[src/rtl/button_event_decoder.sv]
// Turns a debounced button level into one-cycle press/release/short/long/double-click strobes.
// Optional auto-repeat strobes in the long-hold state are built when BTN_REPEAT_EN is defined.
module button_event_decoder #(
    parameter int LONG_CYCLES   = 16,
    parameter int DCLICK_WINDOW = 8,
    parameter int CNT_W         = 8,
    parameter int REPEAT_CYCLES = 4
) (
    input  logic clock,
    input  logic reset,
    input  logic db_in,
    output logic press_p,
    output logic release_p,
    output logic short_p,
    output logic long_p,
    output logic dclick_p,
    output logic repeat_p
);

    generate
        if (LONG_CYCLES < 2 || DCLICK_WINDOW < 2 || REPEAT_CYCLES < 1 ||
            LONG_CYCLES > (2**CNT_W - 1) || DCLICK_WINDOW > (2**CNT_W - 1) ||
            REPEAT_CYCLES > (2**CNT_W - 1)) begin : g_bad_param
            $error("button_event_decoder: illegal parameter combination");
        end
    endgenerate

    typedef enum logic [2:0] {IDLE, PRESS1, LONG, WAIT2, PRESS2} state_t;

    state_t           state, state_nx;
    logic [CNT_W-1:0] cnt, cnt_nx, cnt_inc;
    logic             prev;
    logic             rise, fall;
    logic             short_nx, long_nx, dclick_nx;

    assign rise    = db_in & ~prev;
    assign fall    = ~db_in & prev;
    // Saturating increment: the counter must never wrap back to a small value.
    assign cnt_inc = (cnt == {CNT_W{1'b1}}) ? cnt : cnt + 1'b1;

    always_comb begin
        state_nx  = state;
        cnt_nx    = cnt;
        short_nx  = 1'b0;
        long_nx   = 1'b0;
        dclick_nx = 1'b0;
        case (state)
            IDLE: begin
                if (rise) begin
                    state_nx = PRESS1;
                    cnt_nx   = CNT_W'(1);
                end
            end
            PRESS1, PRESS2: begin
                if (db_in) begin
                    cnt_nx = cnt_inc;
                    if (cnt_inc == CNT_W'(LONG_CYCLES)) begin
                        state_nx = LONG;
                        long_nx  = 1'b1;
                    end
                end else if (state == PRESS1) begin
                    state_nx = WAIT2;
                    cnt_nx   = CNT_W'(1);
                end else begin
                    state_nx  = IDLE;
                    cnt_nx    = '0;
                    dclick_nx = 1'b1;
                end
            end
            LONG: begin
                if (!db_in) begin
                    state_nx = IDLE;
                    cnt_nx   = '0;
                end
            end
            WAIT2: begin
                // A rise wins over window expiry; expiry can only happen on a low sample.
                if (db_in) begin
                    state_nx = PRESS2;
                    cnt_nx   = CNT_W'(1);
                end else begin
                    cnt_nx = cnt_inc;
                    if (cnt_inc == CNT_W'(DCLICK_WINDOW)) begin
                        state_nx = IDLE;
                        cnt_nx   = '0;
                        short_nx = 1'b1;
                    end
                end
            end
            default: begin
                state_nx = IDLE;
                cnt_nx   = '0;
            end
        endcase
    end

    always_ff @(posedge clock or posedge reset) begin
        if (reset) begin
            state     <= IDLE;
            cnt       <= '0;
            prev      <= 1'b0;
            press_p   <= 1'b0;
            release_p <= 1'b0;
            short_p   <= 1'b0;
            long_p    <= 1'b0;
            dclick_p  <= 1'b0;
        end else begin
            state     <= state_nx;
            cnt       <= cnt_nx;
            prev      <= db_in;
            press_p   <= rise;
            release_p <= fall;
            short_p   <= short_nx;
            long_p    <= long_nx;
            dclick_p  <= dclick_nx;
        end
    end

`ifdef BTN_REPEAT_EN
    logic [CNT_W-1:0] rcnt, rcnt_nx, rcnt_inc;
    logic             repeat_nx;

    assign rcnt_inc = (rcnt == {CNT_W{1'b1}}) ? rcnt : rcnt + 1'b1;

    always_comb begin
        rcnt_nx   = rcnt;
        repeat_nx = 1'b0;
        if (long_nx) begin
            rcnt_nx = '0;
        end else if (state == LONG && db_in) begin
            if (rcnt_inc == CNT_W'(REPEAT_CYCLES)) begin
                rcnt_nx   = '0;
                repeat_nx = 1'b1;
            end else begin
                rcnt_nx = rcnt_inc;
            end
        end
    end

    always_ff @(posedge clock or posedge reset) begin
        if (reset) begin
            rcnt     <= '0;
            repeat_p <= 1'b0;
        end else begin
            rcnt     <= rcnt_nx;
            repeat_p <= repeat_nx;
        end
    end
`else
    assign repeat_p = 1'b0;
`endif

endmodule

[config.mk]
export PLATFORM = sky130hd
export DESIGN_NAME = button_event_decoder
export DESIGN_NICKNAME = d
export VERILOG_FILES = /design/src/rtl/button_event_decoder.sv
export SDC_FILE = /design/constraint.sdc
export NUM_CORES = 1
export LEC_CHECK = 0
export BUFFER_PORTS_ARGS = -buffer_cell sky130_fd_sc_hd__buf_2
export CORE_UTILIZATION = 55
export DETAILED_ROUTE_END_ITERATION = 8
export GPL_TIMING_DRIVEN = 0
export PLACE_DENSITY_LB_ADDON = 0.12
export SLEW_MARGIN = 20
export SYNTH_ARGS = -nofsm -noshare
export SYNTH_HDL_FRONTEND = slang
export SYNTH_SLANG_ARGS = --single-unit
[constraint.sdc]
create_clock -name clock -period 2.2 [get_ports clock]
set_clock_uncertainty 0.05 [all_clocks]
set_input_delay 0.11 -clock clock [delete_from_list [all_inputs] [get_ports clock]]
set_output_delay 0.11 -clock clock [all_outputs]
set_load 0.02 [all_outputs]
# Word-level counts from Yosys, hierarchy flattened
# Cells that the tools add are included.
# totals
output_inout_bits,6
ff_bits,17
word_cells,53
inputBits,3
# classes
addsub,1
bitwise_logic,4
mux,25
eq_ne,11
n_reduce_logical,4
# op_table
operator,n
8-bit 2-to-1 mux,6
8-bit one-hot mux with 4 select lines,1
3-bit 2-to-1 mux,6
3-bit one-hot mux with 4 select lines,1
1-bit 2-to-1 mux,10
8-bit by 1-bit adder with 8-bit output (second input constant),1
8-bit by 4-bit equality test with 1-bit output (second input constant),1
8-bit by 5-bit equality test with 1-bit output (second input constant),1
8-bit equality test (second input constant),1
3-bit by 2-bit equality test with 1-bit output (second input constant),2
3-bit inequality test (second input constant),2
2-bit inequality test (second input constant),2
4-bit AND reduction,1
3-bit by 1-bit equality test with 1-bit output (second input constant),1
3-bit equality test (second input constant),1
3-bit logical NOT,1
1-bit AND,2
2-bit 2-to-1 mux,1
1-bit NOT,2
2-bit AND reduction,1
2-bit OR reduction,1

# Longest topological paths before layout
# logic_depth
word_depth,6
mapped_depth,7
depth_no_buf,6

# Worst setup path before layout
# OpenSTA, ideal clock, no wires.
# synth_timing
path_type,reg-to-reg
start,register cnt[0]
end,register state[1]
t_arrival_ns,1.814
stages_incl_launch_ff,7
period_less_slack_ns,1.990
required_time_ns,2.024
n_path_buf,0
path_slack_ns,0.210
setup_time_ns,0.126
cell_sequence,dfrtp_1 ha_1 or3_4 o31ai_4 o211ai_4 o21a_1 a311o_1
# synth_between
elab_chain_len,5
elab_cells_between_ends,8
classes_between,add/sub (1); eq/ne (5); mux (1); reduce/logical (1)
# synth_rtl
element,line,source
start: declaration,31,"logic [CNT_W-1:0] cnt, cnt_nx, cnt_inc;"
start signal: assignment,109,cnt <= cnt_nx;
8-bit by 1-bit adder with 8-bit output / 8-bit equality test (equally long branches),39,assign cnt_inc = (cnt == {CNT_W{1'b1}}) ? cnt : cnt + 1'b1;
8-bit 2-to-1 mux *,39,
8-bit by 5-bit equality test with 1-bit output / 8-bit by 4-bit equality test with 1-bit output (equally long branches),"57, 83",
3-bit inequality test (no source line),n/a,
4-bit AND reduction (no source line) *,n/a,
end signal: assignment,108,state <= state_nx;
end: declaration,30,"state_t state, state_nx;"
# Every way passes the cells marked *; elsewhere a longest branch is shown, timed or not.
# A chain may end at the register's enable or synchronous reset.

# Final worst setup path
# Same ends and word-level chain as after synthesis.

==> metrics.cfg <==
[synth]
yosys_register_bits=17
synth-edff-count=0
yosysUniqueCellTypes=49
syn-num-nets=128
yosysSeqAreaShare=0.372
ys_warn_count=0
synth-main-ff-cell=dfrtp_1
postSynthAreaPerCell_um2=9.21
synthCells=124
ys_async_sr_fraction=1.00
synth.cell_area_um2=1140

[timing]
period_minus_slack_ns=2.08
rsz0062_at_grt=no
setup_viol=0
hold_viol_final=0
tns_ns=0
fin_crit_sh=0.947
finalMaxSlewViolations=0
worst_slew_pin_slew_ns=0.616
timing.hold.ws_ns=0.363
slew_headroom=0.589
fmax_mhz=480

[clock_tree]
cts_tree=done
clockBufferDepth=2
worstSkewPairLatency_ns=0.30
cts_root_buf=clkbuf_4
cts_htree_levels=1
cts_buffers=3
clock-sinks=17
cts_setup_buffers=0
path_clk_slew_ns=0.10

[critical_path]
required_ns=2.34
crit_path_start=cnt[0]$_DFFE_PP0P_
rr_endpoint=state[1]$_DFFE_PP0P_
cpPeakStageDelay_ns=0.52
ff2ff_path_depth=6
criticalPathCategory=reg -> reg
setup.worst_path.end_class=register
critPathSlowestCell=dfrtp_1
startpoint_type=register
crit_chain=ha_2 -> nand2_2 -> a211oi_4 -> o211ai_4 -> o21a_1 -> a311o_1
crit_family=compound AO/OA/AOI/OAI gates
r2r_slack_ns=0.12
crit_buf_inv=0
rr_startpoint=cnt[0]$_DFFE_PP0P_
crit_arrival_ns=2.22
cp_max_fo=8

[drt]
viasPerCell=6.12
routed_wl_mm=2.35
routedWlPerCell_um=14.3
final_antenna_net_count=0
vias=1004
drc=0
drtIter0Drc=53
dr.pass1.iters=4

[finish]
final_cells=164
multi_input_area_um2=646
synthToLayoutAreaGrowth_pct=10.3
nets=142
diodes=0
register_area_um2=425
drive_gt1_frac=0.204
fillerInstances=188
final_area_um2=1260

[placement]
dpl_cell_area_um2=1210
dp.final_hpwl_mm=1.64
port_buffers=7
place_inst=158
routabilityCongestion=0.854

[global_route]
grt_pass1_wl_mm=3.73
gr-total-overflow=0
grt_antenna_before_repair=0
grt_max_degree=18
grt.total_usage=0.246
grt_pass1_vias=796

[outcome]
status=complete, no violations

[run]
cap_violations=0

[power]
power_density_nw_per_um2=879
peakVddDrop_mv=0.633
p_leak_nw=0.530

[floorplanning]
die_height_um=47.6
row_count=16
die_w_um=47.6
coreArea_um2=1960
dieArea_um2=2260
io_pins=9
start_util=0.582

[hold_path]
worst_hold_path_type=in -> async

[flip-flops by register name (all words and copies together), names as in the netlist]
register / count
press_p: 1
prev: 1
cnt: 8
short_p: 1
long_p: 1
release_p: 1
dclick_p: 1
state: 3
[per-stage QoR]
step / setup slack, ns / total power [mW] / util
after floorplan: 0.210 / 0.824 / -
after global placement: 0.0680 / 0.912 / 0.617
after detailed placement: 0.0668 / 0.927 / 0.617
after CTS: 0.0317 / 1.11 / 0.641
after global routing: 0.00593 / 1.20 / 0.642
final: 0.116 / 1.11 / 0.642
[routing by layer]
layer / vias up / wire length (um) / global-route usage
li1: 494 / - / -
met5: - / 0 / 0
met2: 36 / 1080 / 0.337
met4: 0 / 55 / 0.150
met1: 467 / 1100 / 0.354
met3: 7 / 124 / 0.0453
[logic make-up after synthesis]
kind of cell / synth area share
buf+inv: 0.0646
compound gates: 0.288
mux: 0.0175
other cells: 0.00328
xor+xnor: 0.0230
simple gates: 0.220
flops: 0.372
fa+ha+maj: 0.0110
[power by group]
group	total [mW]	internal (mW)	switching (mW)
sequential	0.422	0.356	0.0660
combinational	0.513	0.213	0.300
clock	0.173	0.0709	0.102
[worst min-delay path, stage by stage]
cell           delay (ns)
dlygate4sd3_1        0.53
buf_2                0.12
inv_1                0.45
[cells in the mapped netlist, types with 2 or more instances]
master	number	area, um2
dfrtp_1	17	425
nor2_1	8	30.0
o21ai_0	8	40.0
a21oi_1	7	35.0
inv_1	6	22.5
nand2_1	6	22.5
a31oi_1	5	31.3
nand3_1	5	25.0
nand2b_1	4	25.0
nand4_1	4	25.0
o31ai_1	4	30.0
a21o_1	3	22.5
and3_1	3	18.8
buf_4	3	22.5
buf_2	2	10.0
clkbuf_1	2	7.51
mux2i_1	2	20.0
nor3_1	2	10.0
nor4_1	2	12.5
xor2_1	2	17.5
[area by class of cell]
type / count / share of cell area
multi-input combinational: 93 / 0.512
sequential: 17 / 0.338
timing repair buffer: 9 / 0.0437
buffer: 8 / 0.0407
tap: 27 / 0.0268
clock buffer: 4 / 0.0209
inverter: 6 / 0.0179
[worst max path at each step]
stage	to	slack [ns]	cells after the start
final	state[1]$_DFFE_PP0P_	0.12	6
after global routing	state[1]$_DFFE_PP0P_	0.006	6
after CTS	state[1]$_DFFE_PP0P_	0.03	6
after detailed placement	state[1]$_DFFE_PP0P_	0.07	6
after global placement	state[1]$_DFFE_PP0P_	0.07	6
after floorplan	state[1]$_DFFE_PP0P_	0.21	6
[timing repair]
action,CTS,global route
endpoints found under the setup margin,0,3
hold buffers,2,0
gates resized for setup,0,1
hold endpoints to repair,18,0
[placed cells by master (no fill, tap or decap), types with 2 or more instances in the layout]
master         count
a21o_1             3
a21oi_1            7
a31oi_1            5
and3_1             3
buf_2              9
buf_4              3
clkbuf_1           3
clkbuf_4           3
dfrtp_1           17
dlygate4sd3_1      2
inv_1              6
mux2i_1            2
nand2_1            6
nand2b_1           4
nand3_1            5
nand4_1            4
nor2_1             8
nor3_1             2
nor4_1             2
o21ai_0            8
o31ai_1            4
xor2_1             2
No activity file was read; power rests on OpenSTA's default activity.
